===== src/rtl/demux_route_pkg.sv =====
// Shared definitions for the demux_route_ctrl slice: FSM state encoding,
// routing mode constants and the default data width.
package demux_route_pkg;

  localparam int unsigned DEF_WIDTH = 16;

  localparam logic MODE_TAG = 1'b0;
  localparam logic MODE_ALT = 1'b1;

  typedef enum logic {
    ST_RUN   = 1'b0,
    ST_DRAIN = 1'b1
  } state_e;

endpackage


===== src/rtl/demux_route_ctrl_if.sv =====
// Handshake/bus bundle for demux_route_ctrl: one valid/ready input stream
// and two valid/ready sink ports. master = producer/sink side, slave = controller.
interface demux_route_ctrl_if
  import demux_route_pkg::*;
#(
  parameter int unsigned WIDTH = DEF_WIDTH
);

  logic             in_valid;
  logic             in_ready;
  logic [WIDTH-1:0] in_data;
  logic             in_dest;

  logic             out0_valid;
  logic             out0_ready;
  logic [WIDTH-1:0] out0_data;

  logic             out1_valid;
  logic             out1_ready;
  logic [WIDTH-1:0] out1_data;

  modport master (
    output in_valid, in_data, in_dest, out0_ready, out1_ready,
    input  in_ready, out0_valid, out0_data, out1_valid, out1_data
  );

  modport slave (
    input  in_valid, in_data, in_dest, out0_ready, out1_ready,
    output in_ready, out0_valid, out0_data, out1_valid, out1_data
  );

endinterface


===== src/rtl/_DEMUX_1to2_16b.sv =====
// Existing 1-to-2 demultiplexer of the K_ALU result path. The unselected
// output is driven to zero.
module _DEMUX_1to2_16b #(
  parameter int unsigned WIDTH = 16
) (
  input  logic             sel,
  input  logic [WIDTH-1:0] din,
  output logic [WIDTH-1:0] dout0,
  output logic [WIDTH-1:0] dout1
);

  // Steer din to the selected output only.
  always_comb begin
    dout0 = '0;
    dout1 = '0;
    if (sel) dout1 = din;
    else     dout0 = din;
  end

endmodule


===== src/rtl/demux_route_slot.sv =====
// Single-port holding register with valid/ready. A load in the same cycle
// as a consume keeps the slot full with the new word.
module demux_route_slot #(
  parameter int unsigned WIDTH = 16
) (
  input  logic             clk,
  input  logic             rst,
  input  logic             load,
  input  logic [WIDTH-1:0] load_data,
  input  logic             ready,
  output logic             valid,
  output logic [WIDTH-1:0] data
);

  // Load has priority over consume; data is held otherwise.
  always_ff @(posedge clk) begin
    if (rst) begin
      valid <= 1'b0;
      data  <= '0;
    end else if (load) begin
      valid <= 1'b1;
      data  <= load_data;
    end else if (valid && ready) begin
      valid <= 1'b0;
    end
  end

endmodule


===== src/rtl/demux_route_ctrl.sv =====
// Route sequencer for the K_ALU result demux. Steers each accepted word to
// sink port 0 or 1 by tag or by strict alternation; a mode change drains both
// ports first. Optional per-port handshake counters: DEMUX_ROUTE_CNT_EN.
module demux_route_ctrl
  import demux_route_pkg::*;
#(
  parameter int unsigned WIDTH = DEF_WIDTH,
  parameter int unsigned CNT_W = 16
) (
  input  logic               clk,
  input  logic               rst,
  input  logic               mode_req,
  output logic               mode_cur,
  output logic               sel,
  output logic               draining,
  demux_route_ctrl_if.slave  bus
`ifdef DEMUX_ROUTE_CNT_EN
  ,
  output logic [CNT_W-1:0]   cnt0,
  output logic [CNT_W-1:0]   cnt1
`endif
);

  if (CNT_W == 0) begin : g_cnt_w_check
    $error("demux_route_ctrl: CNT_W must be at least 1");
  end

  state_e           state;
  logic             alt_ptr;
  logic             tgt;
  logic             tgt_busy;
  logic             accept;
  logic             load0;
  logic             load1;
  logic [WIDTH-1:0] dmx0;
  logic [WIDTH-1:0] dmx1;

  // Target selection and input acceptance.
  always_comb begin
    tgt         = (mode_cur == MODE_ALT) ? alt_ptr : bus.in_dest;
    tgt_busy    = tgt ? (bus.out1_valid && !bus.out1_ready)
                      : (bus.out0_valid && !bus.out0_ready);
    bus.in_ready = (state == ST_RUN) && (mode_req == mode_cur) && !tgt_busy;
    accept      = bus.in_valid && bus.in_ready;
    load0       = accept && !tgt;
    load1       = accept && tgt;
    sel         = tgt;
  end

  // Mode FSM: RUN accepts words, DRAIN waits for both ports to empty.
  always_ff @(posedge clk) begin
    if (rst) begin
      state    <= ST_RUN;
      mode_cur <= MODE_TAG;
      alt_ptr  <= 1'b0;
      draining <= 1'b0;
    end else begin
      case (state)
        ST_RUN: begin
          if (mode_req != mode_cur) begin
            state    <= ST_DRAIN;
            draining <= 1'b1;
          end else if (accept && (mode_cur == MODE_ALT)) begin
            alt_ptr <= ~alt_ptr;
          end
        end
        ST_DRAIN: begin
          if (!bus.out0_valid && !bus.out1_valid) begin
            state    <= ST_RUN;
            draining <= 1'b0;
            mode_cur <= mode_req;
            alt_ptr  <= 1'b0;
          end
        end
        default: begin
          state    <= ST_RUN;
          draining <= 1'b0;
        end
      endcase
    end
  end

  _DEMUX_1to2_16b #(.WIDTH(WIDTH)) u_demux (
    .sel   (tgt),
    .din   (bus.in_data),
    .dout0 (dmx0),
    .dout1 (dmx1)
  );

  demux_route_slot #(.WIDTH(WIDTH)) u_slot0 (
    .clk       (clk),
    .rst       (rst),
    .load      (load0),
    .load_data (dmx0),
    .ready     (bus.out0_ready),
    .valid     (bus.out0_valid),
    .data      (bus.out0_data)
  );

  demux_route_slot #(.WIDTH(WIDTH)) u_slot1 (
    .clk       (clk),
    .rst       (rst),
    .load      (load1),
    .load_data (dmx1),
    .ready     (bus.out1_ready),
    .valid     (bus.out1_valid),
    .data      (bus.out1_data)
  );

`ifdef DEMUX_ROUTE_CNT_EN
  // Saturating per-port handshake counters, cleared only by reset.
  always_ff @(posedge clk) begin
    if (rst) begin
      cnt0 <= '0;
      cnt1 <= '0;
    end else begin
      if (bus.out0_valid && bus.out0_ready && (cnt0 != '1)) cnt0 <= cnt0 + 1'b1;
      if (bus.out1_valid && bus.out1_ready && (cnt1 != '1)) cnt1 <= cnt1 + 1'b1;
    end
  end
`endif

endmodule


===== src/flat_wrapper.sv =====
// flat-port wrapper written by rule: the top's interface ports become plain ports
module demux_route_ctrl_flat import demux_route_pkg::*;
#(
  parameter int unsigned WIDTH = DEF_WIDTH,
  parameter int unsigned CNT_W = 16
)
  (clk, rst, mode_req, mode_cur, sel, draining, bus_in_valid, bus_in_data, bus_in_dest, bus_out0_ready, bus_out1_ready, bus_in_ready, bus_out0_valid, bus_out0_data, bus_out1_valid, bus_out1_data);
  demux_route_ctrl_if #(.WIDTH(WIDTH)) bus_i ();
  input  logic clk;
  input  logic rst;
  input  logic mode_req;
  output logic mode_cur;
  output logic sel;
  output logic draining;
  input wire logic [$bits(bus_i.in_valid)-1:0] bus_in_valid;
  input wire logic [$bits(bus_i.in_data)-1:0] bus_in_data;
  input wire logic [$bits(bus_i.in_dest)-1:0] bus_in_dest;
  input wire logic [$bits(bus_i.out0_ready)-1:0] bus_out0_ready;
  input wire logic [$bits(bus_i.out1_ready)-1:0] bus_out1_ready;
  output wire logic [$bits(bus_i.in_ready)-1:0] bus_in_ready;
  output wire logic [$bits(bus_i.out0_valid)-1:0] bus_out0_valid;
  output wire logic [$bits(bus_i.out0_data)-1:0] bus_out0_data;
  output wire logic [$bits(bus_i.out1_valid)-1:0] bus_out1_valid;
  output wire logic [$bits(bus_i.out1_data)-1:0] bus_out1_data;
  assign bus_i.in_valid = bus_in_valid;
  assign bus_i.in_data = bus_in_data;
  assign bus_i.in_dest = bus_in_dest;
  assign bus_i.out0_ready = bus_out0_ready;
  assign bus_i.out1_ready = bus_out1_ready;
  assign bus_in_ready = bus_i.in_ready;
  assign bus_out0_valid = bus_i.out0_valid;
  assign bus_out0_data = bus_i.out0_data;
  assign bus_out1_valid = bus_i.out1_valid;
  assign bus_out1_data = bus_i.out1_data;
  demux_route_ctrl #(.WIDTH(WIDTH), .CNT_W(CNT_W)) u_core (.clk(clk), .rst(rst), .mode_req(mode_req), .mode_cur(mode_cur), .sel(sel), .draining(draining), .bus(bus_i));
endmodule

===== config.mk =====
export PLATFORM = sky130hd
export DESIGN_NAME = demux_route_ctrl_flat
export DESIGN_NICKNAME = d
export VERILOG_FILES = /design/src/rtl/demux_route_pkg.sv /design/src/rtl/demux_route_ctrl_if.sv /design/src/rtl/_DEMUX_1to2_16b.sv /design/src/rtl/demux_route_slot.sv /design/src/rtl/demux_route_ctrl.sv /design/src/flat_wrapper.sv
export SDC_FILE = /design/constraint.sdc
export NUM_CORES = 1
export LEC_CHECK = 0
export CORE_MARGIN = 2
export CORE_UTILIZATION = 39
export DETAILED_ROUTE_END_ITERATION = 6
export PLACE_DENSITY_LB_ADDON = 0.25
export SLEW_MARGIN = 20
export SYNTH_ARGS = -nofsm -noshare
export SYNTH_HDL_FRONTEND = slang
export SYNTH_SLANG_ARGS = --single-unit
export TNS_END_PERCENT = 30

===== constraint.sdc =====
create_clock -name clk -period 1.51 [get_ports clk]
set_input_delay 0.302 -clock clk [delete_from_list [all_inputs] [get_ports clk]]
set_output_delay 0.302 -clock clk [all_outputs]
set_load 0.02 [all_outputs]

# After elaboration in Yosys (flattened, before gate mapping)
# Index checks and enable logic that the tools add are counted.
[classes]
bitwise = 2
reduce_logical = 22
eq_ne = 6
n_mux = 17
[ops]
columns = ["cell", "count"]
rows = [
  ["2-to-1 mux 16 bit", 2],
  ["2-to-1 mux 1 bit", 12],
  ["logical AND 1 bit", 11],
  ["!= test 2 bit, second input constant", 4],
  ["logical NOT 1 bit", 6],
  ["case mux 1 bit (2 select lines)", 3],
  ["AND reduction 2 bit", 2],
  ["nonzero test 2 bit", 2],
  ["AND reduction 3 bit", 1],
  ["NOT 1 bit", 2],
  ["== test 1 bit", 1],
  ["!= test 1 bit", 1],
]
[word_totals]
in_bits = 23
wordCells = 55
output_inout_bits = 38
reg_bits = 38

# Longest topological paths before layout
# Gate-level depths: netlist of the first run.
[logic_depth]
ltp_word = 10
depth_mapped = 5
depth_no_buf = 3

# Hierarchy
# Synthesis of the first run repeated with hierarchy kept, for this count alone.
[hier_totals]
cells_unflattened = 177
hier_area_um2 = 1689.1
[modules_own_cells]
columns = ["mod", "seq_area_each_um2", "area_per_inst_um2", "instances", "cells_per_inst"]
rows = [
  ["demux_route_slot", 340.3, 616.8, 2, 56],
  ["demux_route_ctrl", 80.1, 239.0, 1, 30],
  ["_DEMUX_1to2_16b", 0.0, 216.5, 1, 35],
]

# Least setup slack after synthesis of the first run
# Ideal clock, no wire load.
[synth_path]
path_kind = "register to output"
startpoint = "register u_core.mode_cur"
endpoint = "output bus_in_ready"
path_stages_with_launch = 4
slack_ns = -0.292
arrival_time_ns = 1.500
required_ns = 1.208
path_cell_list = "dfxtp_1 > mux2_4 > mux2i_1 > nor3_1"
[synth_between]
elab_chain_cells = 4
word_cells_on_any_way = 6
classes_between = "1 x eq/ne; 2 x mux; 3 x reduce/logical"
[synth_lines]
columns = ["item", "line_no", "source"]
rows = [
  ["from (decl)", "demux_route_ctrl.sv:13", "output logic mode_cur,"],
  ["from (signal assigned)", "demux_route_ctrl.sv:71", "mode_cur <= mode_req;"],
  ["2-to-1 mux 1 bit", "demux_route_ctrl.sv:40", "tgt = (mode_cur == MODE_ALT) ? alt_ptr : bus.in_dest;"],
  ["net sel", "flat_wrapper.sv:13", "output logic sel;"],
  ["2-to-1 mux 1 bit", "demux_route_ctrl.sv:41", "tgt_busy = tgt ? (bus.out1_valid && !bus.out1_ready)"],
  ["logical NOT 1 bit", "demux_route_ctrl.sv:43", "bus.in_ready = (state == ST_RUN) && (mode_req == mode_cur) && !tgt_busy;"],
  ["logical AND 1 bit", "demux_route_ctrl.sv:43", ""],
  ["to (decl)", "flat_wrapper.sv:20", "output wire logic [$bits(bus_i.in_ready)-1:0] bus_in_ready;"],
]
# The timed path passes the listed nets, and every way through them passes these cells.

# Worst setup path after layout of the first run
[layout_path]
startpoint = "register u_core.mode_cur"
endpoint = "register u_core.u_slot0.data[8]"
[layout_between]
elab_chain_cells = 6
word_cells_on_any_way = 10
classes_between = "1 x eq/ne; 3 x mux; 6 x reduce/logical"
[layout_lines]
columns = ["item", "line_no", "source"]
rows = [
  ["2-to-1 mux 1 bit", "demux_route_ctrl.sv:40", ""],
  ["2-to-1 mux 1 bit", "demux_route_ctrl.sv:41", ""],
  ["logical NOT 1 bit", "demux_route_ctrl.sv:43", ""],
  ["logical AND 1 bit", "demux_route_ctrl.sv:43", ""],
  ["logical AND 1 bit", "demux_route_ctrl.sv:44", "accept = bus.in_valid && bus.in_ready;"],
  ["logical AND 1 bit", "demux_route_ctrl.sv:45", "load0 = accept && !tgt;"],
  ["to (signal assigned)", "demux_route_slot.sv:22", "data <= load_data;"],
  ["to (decl)", "demux_route_slot.sv:12", "output logic [WIDTH-1:0] data"],
]
# Parallel ways exist; a longest one is shown, timed or not.
# A chain may end at the register's enable or synchronous reset.

==> results of run 1 <==
-- how the worst min path moves through the flow --
stage	slack, ps	startpoint	to
after floorplan	450	mode_req	u_core.mode_cur$_SDFFE_PP0P_
after global placement	460	u_core.u_slot0.data[3]$_SDFFE_PP0P_	u_core.u_slot0.data[3]$_SDFFE_PP0P_
after detailed placement	460	u_core.u_slot0.data[5]$_SDFFE_PP0P_	u_core.u_slot0.data[5]$_SDFFE_PP0P_
after CTS	470	u_core.u_slot0.data[1]$_SDFFE_PP0P_	u_core.u_slot0.data[1]$_SDFFE_PP0P_
after global routing	490	u_core.draining$_SDFFE_PP0P_	u_core.draining$_SDFFE_PP0P_
final	470	u_core.u_slot1.data[1]$_SDFFE_PP0P_	u_core.u_slot1.data[1]$_SDFFE_PP0P_
-- synth_stat cells --
library cell / count
nand2b_1: 52
dfxtp_1: 38
mux2i_1: 34
clkbuf_1: 5
nor2_1: 3
a21oi_1: 2
nor2b_1: 2
nor3b_1: 2
and3_2: 1
buf_12: 1
buf_4: 1
buf_6: 1
mux2_4: 1
nand2_1: 1
nand4b_1: 1
nor3_1: 1
nor4b_2: 1
o211ai_2: 1
o21a_1: 1
o21ai_0: 1
o21ba_2: 1
o221a_2: 1
xor2_1: 1
-- metal layers --
layer	track usage (%)	vias up	share of wire [%]
met2	30.65	38	51
met5	0	-	0
met3	6.656	4	6.1
li1	-	673	-
met4	5.637	0	0.97
met1	22.46	602	42
-- timing repair --
item / 4_1_cts / 5_1_grt
gates cloned: 2 / 0
pin swaps: 1 / 2
setup endpoints to repair: 57 / 32
setup buffers: 3 / 1
resized for setup: 51 / 9
-- power breakdown --
part | switching [mW] | total (mW) | internal [mW]
Clock | 0.325 | 0.643 | 0.318
Combinational | 0.226 | 0.499 | 0.272
Sequential | 0.0259 | 1.08 | 1.05
Total | 0.578 | 2.22 | 1.64
-- area by class of cell --
type | instances | area, µm²
Fill cell | 343 | 1463
Multi-Input combinational cell | 107 | 869.6
Tap cell | 50 | 62.56
Timing Repair Buffer | 81 | 793.3
Clock buffer | 7 | 76.32
Sequential cell | 38 | 764.5
-- kinds of logic (layout without fill, tap and decap cells) --
logic type | count (synthesis) | count (layout) | synth area share, %
compound gates | 7 | 7 | 3.427
buf+inv | 8 | 88 | 3.504
flops | 38 | 38 | 46.31
xor+xnor | 1 | 1 | 0.5332
simple gates | 64 | 64 | 24.60
mux | 35 | 35 | 21.63
-- state kept, by name (all words and copies together) (netlist names) --
register	count
u_core.draining	1
u_core.u_slot1.valid	1
u_core.u_slot1.data	16
u_core.alt_ptr	1
u_core.u_slot0.valid	1
u_core.mode_cur	1
u_core.state	1
u_core.u_slot0.data	16
-- worst max-delay path, stage by stage, from the launching register on --
cell,delay (ps)
dfxtp_4,350
buf_6,130
xor2_4,180
buf_6,130
nor4b_4,270
buf_4,210
buf_12,130
mux2i_1,210
==> flow_summary.yaml, run 1 <==
clocking:
  cts.path.max_buffers: 2
  clock_latency_ps: 280
  root_buffer: "clkbuf_8"
  cts_tree: "yes"
  h-tree-depth: 2
  clk_pin_slew_worst_paths_ps: 70
  cts_buffers: 5
  cts.sinks: 38
  hold_buffers: 0
worst_setup_path:
  endpoint: "u_core.u_slot0.data[8]$_SDFFE_PP0P_"
  worstSetupPathType: "reg2reg"
  crit_arrival_ps: 1890
  r2r_setup_slack_ps: -180
  worstPathRequired_ps: 1710
  worstReg2RegEnd: "u_core.u_slot0.data[8]$_SDFFE_PP0P_"
  r2r_cells: 7
  crit_path_start: "u_core.mode_cur$_SDFFE_PP0P_"
  crit_path_max_fanout: 5
  cp-start-kind: "register"
  r2r_start: "u_core.mode_cur$_SDFFE_PP0P_"
  critPathCaptureType: "register"
sta:
  finClkSkew_ps: 2.632
  maxSlewHeadroom_pct: 71.82
  finalHoldViolCount: 0
  rsz0062_at_grt: "yes"
  setup_ws_ps: -177.8
  period_share_pct: 111.8
  setup_tns_ps: -2318
  period_minus_slack_ps: 1688
  setup-violations-final: 18
  drv_slew: 0
  tightest_slew_ps: 421.9
  fmax_mhz: 592.5
  timing.hold.ws_ps: 469.2
die:
  core_area_um2: 4029
  initial_core_util_pct: 40.78
  design.portCount: 61
  die_x_um: 68.90
  die_area_um2: 4747
  rows: 23
  die_h_um: 68.90
run:
  drv_cap: 0
logic_synthesis:
  synth_area_leaders: "dfxtp_1 (46%), mux2i_1 (21%), nand2b_1 (20%), buf_12 (1.2%), clkbuf_1 (1.1%)"
  ys_seq_elements: 38
  synth_fp_nets: 176
  syn_avg_cell_area_um2: 10.74
  synthCells: 153
  yosysSeqAreaShare_pct: 46.31
  synth_top_area_share_pct: 46.31
  synthDistinctLibCells: 23
  yosys_warnings: 0
  synth_largest_area_cell: "dfxtp_1"
  syn_area_um2: 1643
hold_path:
  holdPathStages: 2
  worstHoldPathType: "reg2reg"
detailed_routing:
  vias_per_cell: 4.654
  wirelength_um: 4132
  drt-wirelength-per-cell_um: 14.60
  postRouteAntennaNets: 0
  firstDrtPassIters: 4
  drt_iter0_markers: 42
  drc: 0
  dr_total_vias: 1317
placement:
  gp_congestion: 0.8321
  pre_cts_slack_ps: -680.4
  placedInstanceArea_um2: 2404
  place.port_buffers: 60
  dp_hpwl_um: 2764
  dp.cells: 270
pwr:
  powerDensity_nw_per_um2: 864.5
  ir_worst_vdd_v: 0.0005344
  p_leak_nw: 1.224
  power.total_mw: 2.219
cells_and_area:
  final_cell_area_um2: 2566
  postLayoutCoreUtil_pct: 63.70
  layout_commonest_cell: "nand2b_1"
  nets: 256
  diodes: 0
  layout.cells.non_filler: 283
  drive_above_1_share_pct: 16.74
  syn2layout_area_growth_pct: 56.21
  final_cell_mix: "nand2b_1 (52), dlygate4sd2_1 (37), dfxtp_1 (37)"
outcome:
  status: "complete, but fails checks"
  failed_checks: "negative setup slack"
global_route:
  grt_pass1_wl_um: 6417
  grt_overflow: 0
  grt_max_degree: 54
  antenna_found_initial: 0
  grt_pass1_vias: 1345
  gr-usage-all-layers_pct: 18.50
Note: power is estimated with default switching activity, not from simulation.
==> run 2, diff against run 1 <==
CORE_UTILIZATION = 40   (was 39)
GPL_ROUTABILITY_DRIVEN = 0   (was unset)
SYNTH_HIERARCHICAL = 1   (was unset)
==> run 2 against run 1 <==
Compared with the run above:
- the flow still finishes with violations (negative setup slack)
- clock power is 0.8% lower
- clock skew increased by 3.8 ps
- final area down 0.83%
- routed wire length shrank 9.8%
- highest routed layer unchanged
==> flow_summary.yaml, run 2 <==
logic_synthesis:
  synth_edf_count: 0
  ys_seq_elements: 38
  synthDistinctLibCells: 23
  synth_mux_area_share_pct: 21.04
  synth_ff_type: "dfxtp_1"
  synth_compound_area_share_pct: 1.778
  synth_area_leaders: "dfxtp_1 (45%), mux2i_1 (20%), nor2_1 (8.7%), and2_1 (5.9%), nor2b_1 (5.6%)"
  syn_avg_cell_area_um2: 9.543
  synth-xor-area-share_pct: 0.5185
  synth_top_area_share_pct: 45.04
  synthCells: 177
  synthAdderAreaFrac_pct: 0
  synth_fp_nets: 200
  yosysMostFrequentCell: "nor2_1"
  yosys.area_share.simple_pct: 24.96
  yosys_warnings: 6
  synth_common_cells: "nor2_1 (39), dfxtp_1 (38), mux2i_1 (34)"
  postSynth.asyncResetShare_pct: 0
  synth_top_family_by_area: "simple AND/OR/NAND/NOR gates"
  yosysSeqAreaShare_pct: 45.04
  syn_area_um2: 1689
  synth_largest_area_cell: "dfxtp_1"
clocking:
  root_buffer: "clkbuf_8"
  cts_buffers: 5
  cts.sinks: 38
  clk_pin_slew_worst_paths_ps: 70
  cts_tree: "yes"
  cts.path.max_buffers: 2
  h-tree-depth: 2
  clock_latency_ps: 280
global_route:
  grt_overflow: 0
  grt_pass1_vias: 1316
  antenna_found_initial: 0
  grt_max_degree: 39
  grt_pass1_wl_um: 5727
  gr-usage-all-layers_pct: 16.37
detailed_routing:
  postRouteAntennaNets: 0
  firstDrtPassIters: 4
  dr_total_vias: 1409
  wirelength_um: 3728
  vias_per_cell: 4.590
  drc: 0
  drt-wirelength-per-cell_um: 12.14
  drt_iter0_markers: 79
pwr:
  ir_worst_vdd_v: 0.0004168
  pwr-share-seq_pct: 48.0
  p_sw_uw: 583.1
  clkPwrFrac_pct: 28.9
  p_leak_nw: 1.154
  power.internal_mw: 1.621
  powerDensity_nw_per_um2: 865.9
  pwr-share-comb_pct: 23.0
  switching_share_pct: 26.46
  power.total_mw: 2.204
worst_setup_path:
  worstPathRequired_ps: 1680
  r2r_start: "u_core/mode_cur$_SDFFE_PP0P_"
  critPathCaptureType: "register"
  crit_arrival_ps: 2110
  worstSetupPathType: "reg2reg"
  cp-start-kind: "register"
  worstReg2RegEnd: "u_core/u_slot1/data[14]$_SDFFE_PP0P_"
  r2r_setup_slack_ps: -430
  r2r_cells: 7
  crit_path_max_fanout: 6
cells_and_area:
  postLayoutCoreUtil_pct: 63.17
  final_cell_mix: "nor2_1 (38), dfxtp_1 (37), dlygate4sd2_1 (36)"
  nets: 280
  layout_commonest_cell: "nor2_1"
  final_cell_area_um2: 2545
  top_regs: "u_core/u_slot0/data x16, u_core/u_slot1/data x16"
  n_fill_cell: 364
  multi_input_area_um2: 852.1
  drive_above_1_share_pct: 15.95
  diodes: 0
  syn2layout_area_growth_pct: 50.67
  regArea_um2: 764.5
placement:
  dp_hpwl_um: 2668
  place.port_buffers: 60
  placedInstanceArea_um2: 2416
  pre_cts_slack_ps: -741.0
sta:
  rsz0062_at_grt: "yes"
  finalHoldViolCount: 0
  period_share_pct: 128.8
  fmax_mhz: 514.2
  setup-violations-final: 37
  period_minus_slack_ps: 1945
  setup_ws_ps: -434.7
  tightest_slew_ps: 307.3
  finClkSkew_ps: 6.385
  maxSlewHeadroom_pct: 79.25
  drv_slew: 0
  timing.hold.ws_ps: 485.7
hold_path:
  holdCritStartpoint: "u_core/u_slot0/data[0]$_SDFFE_PP0P_"
  holdPathStages: 2
  min_to: "u_core/u_slot0/data[0]$_SDFFE_PP0P_"
  worstHoldPathType: "reg2reg"
outcome:
  status: "complete, but fails checks"
  failed_checks: "negative setup slack"
die:
  die_h_um: 68.99
  die_x_um: 68.99
  design.portCount: 61
  core_area_um2: 4029
  initial_core_util_pct: 41.93
  rows: 23
  die_area_um2: 4759
run:
  drv_cap: 0
-- run 2: changes by cell type after synthesis, moves of 2 or more --
cell and change:
and2_1 +16, buf_2 +6, clkbuf_1 -5, inv_1 +4
nand2_1 +2, nand2b_1 -48, nor2_1 +36, nor2b_1 +13
nor3b_1 -2
-- run 2: repair_timing --
item | 4_1_cts | 5_1_grt
gates cloned | 0 | 0
setup buffers | 5 | 1
pin swaps | 2 | 3
endpoints found under the setup margin | 73 | 37
hold buffers | 0 | 0
resized for setup | 54 | 8
-- run 2: power groups by stage --
stage / Sequential, mW / Clock, mW / Combinational (mW)
after floorplan: 1.12 / 0 / 0.238
after global placement: 1.08 / 0 / 0.479
after detailed placement: 1.08 / 0 / 0.483
after CTS: 1.06 / 0.665 / 0.500
after global routing: 1.06 / 0.712 / 0.545
final: 1.06 / 0.638 / 0.508
-- run 2: worst max-delay path, stage by stage, from the launching register on --
cell and delay [ps]:
dfxtp_4 360, mux2_4 330, mux2i_4 200, or3_4 370
nor2b_4 160, buf_6 160, mux2i_1 190, nor2_1 60
-- run 2: area by class of cell --
class	instances	area share [%]
Clock inverter	2	0.3933
Inverter	4	0.5900
Multi-Input combinational cell	124	33.48
Clock buffer	5	2.704
Sequential cell	38	30.04
Timing Repair Buffer	84	30.33
Tap cell	50	2.458
-- run 2: routing by layer --
metal	share of wire [%]	wire length, µm	vias to the layer above	global-route usage, %
met5	0	0	-	0
met4	1.0	38	0	5.882
met3	7.5	281	4	5.032
met2	46	1725	38	26.08
met1	45	1683	635	20.86
li1	-	-	732	-
-- run 2: worst max path at each step --
stage / startpoint / to / slack [ps] / cells after the start
CTS: u_core/mode_cur$_SDFFE_PP0P_ / bus_in_ready / -400 / 4
detailed placement: bus_in_dest / u_core/u_slot0/data[1]$_SDFFE_PP0P_ / -740 / 8
global route: mode_req / u_core/u_slot1/data[14]$_SDFFE_PP0P_ / -500 / 8
finish: u_core/mode_cur$_SDFFE_PP0P_ / u_core/u_slot1/data[14]$_SDFFE_PP0P_ / -430 / 7
global placement: mode_req / u_core/u_slot0/data[11]$_SDFFE_PP0P_ / -740 / 8
floorplan: u_core/mode_cur$_SDFFE_PP0P_ / u_core/u_slot1/data[10]$_SDFFE_PP0P_ / -510 / 8
-- run 2: through the flow --
| stage | instances | TNS (ps) |
|---|---|---|
| finish | 307 | -14160 |
| detailed placement | 294 | -25470 |
| global route | 307 | -16380 |
| floorplan | 177 | -14910 |
| global placement | 294 | -24800 |
| CTS | 306 | -13440 |
-- run 2: cell families (layout without fill, tap and decap cells) --
kind of cell    after synthesis  count (layout)
xor+xnor                      1               1
mux                          35              35
compound gates                5               5
buf+inv                      15              95
simple gates                 83              83
flops                        38              38
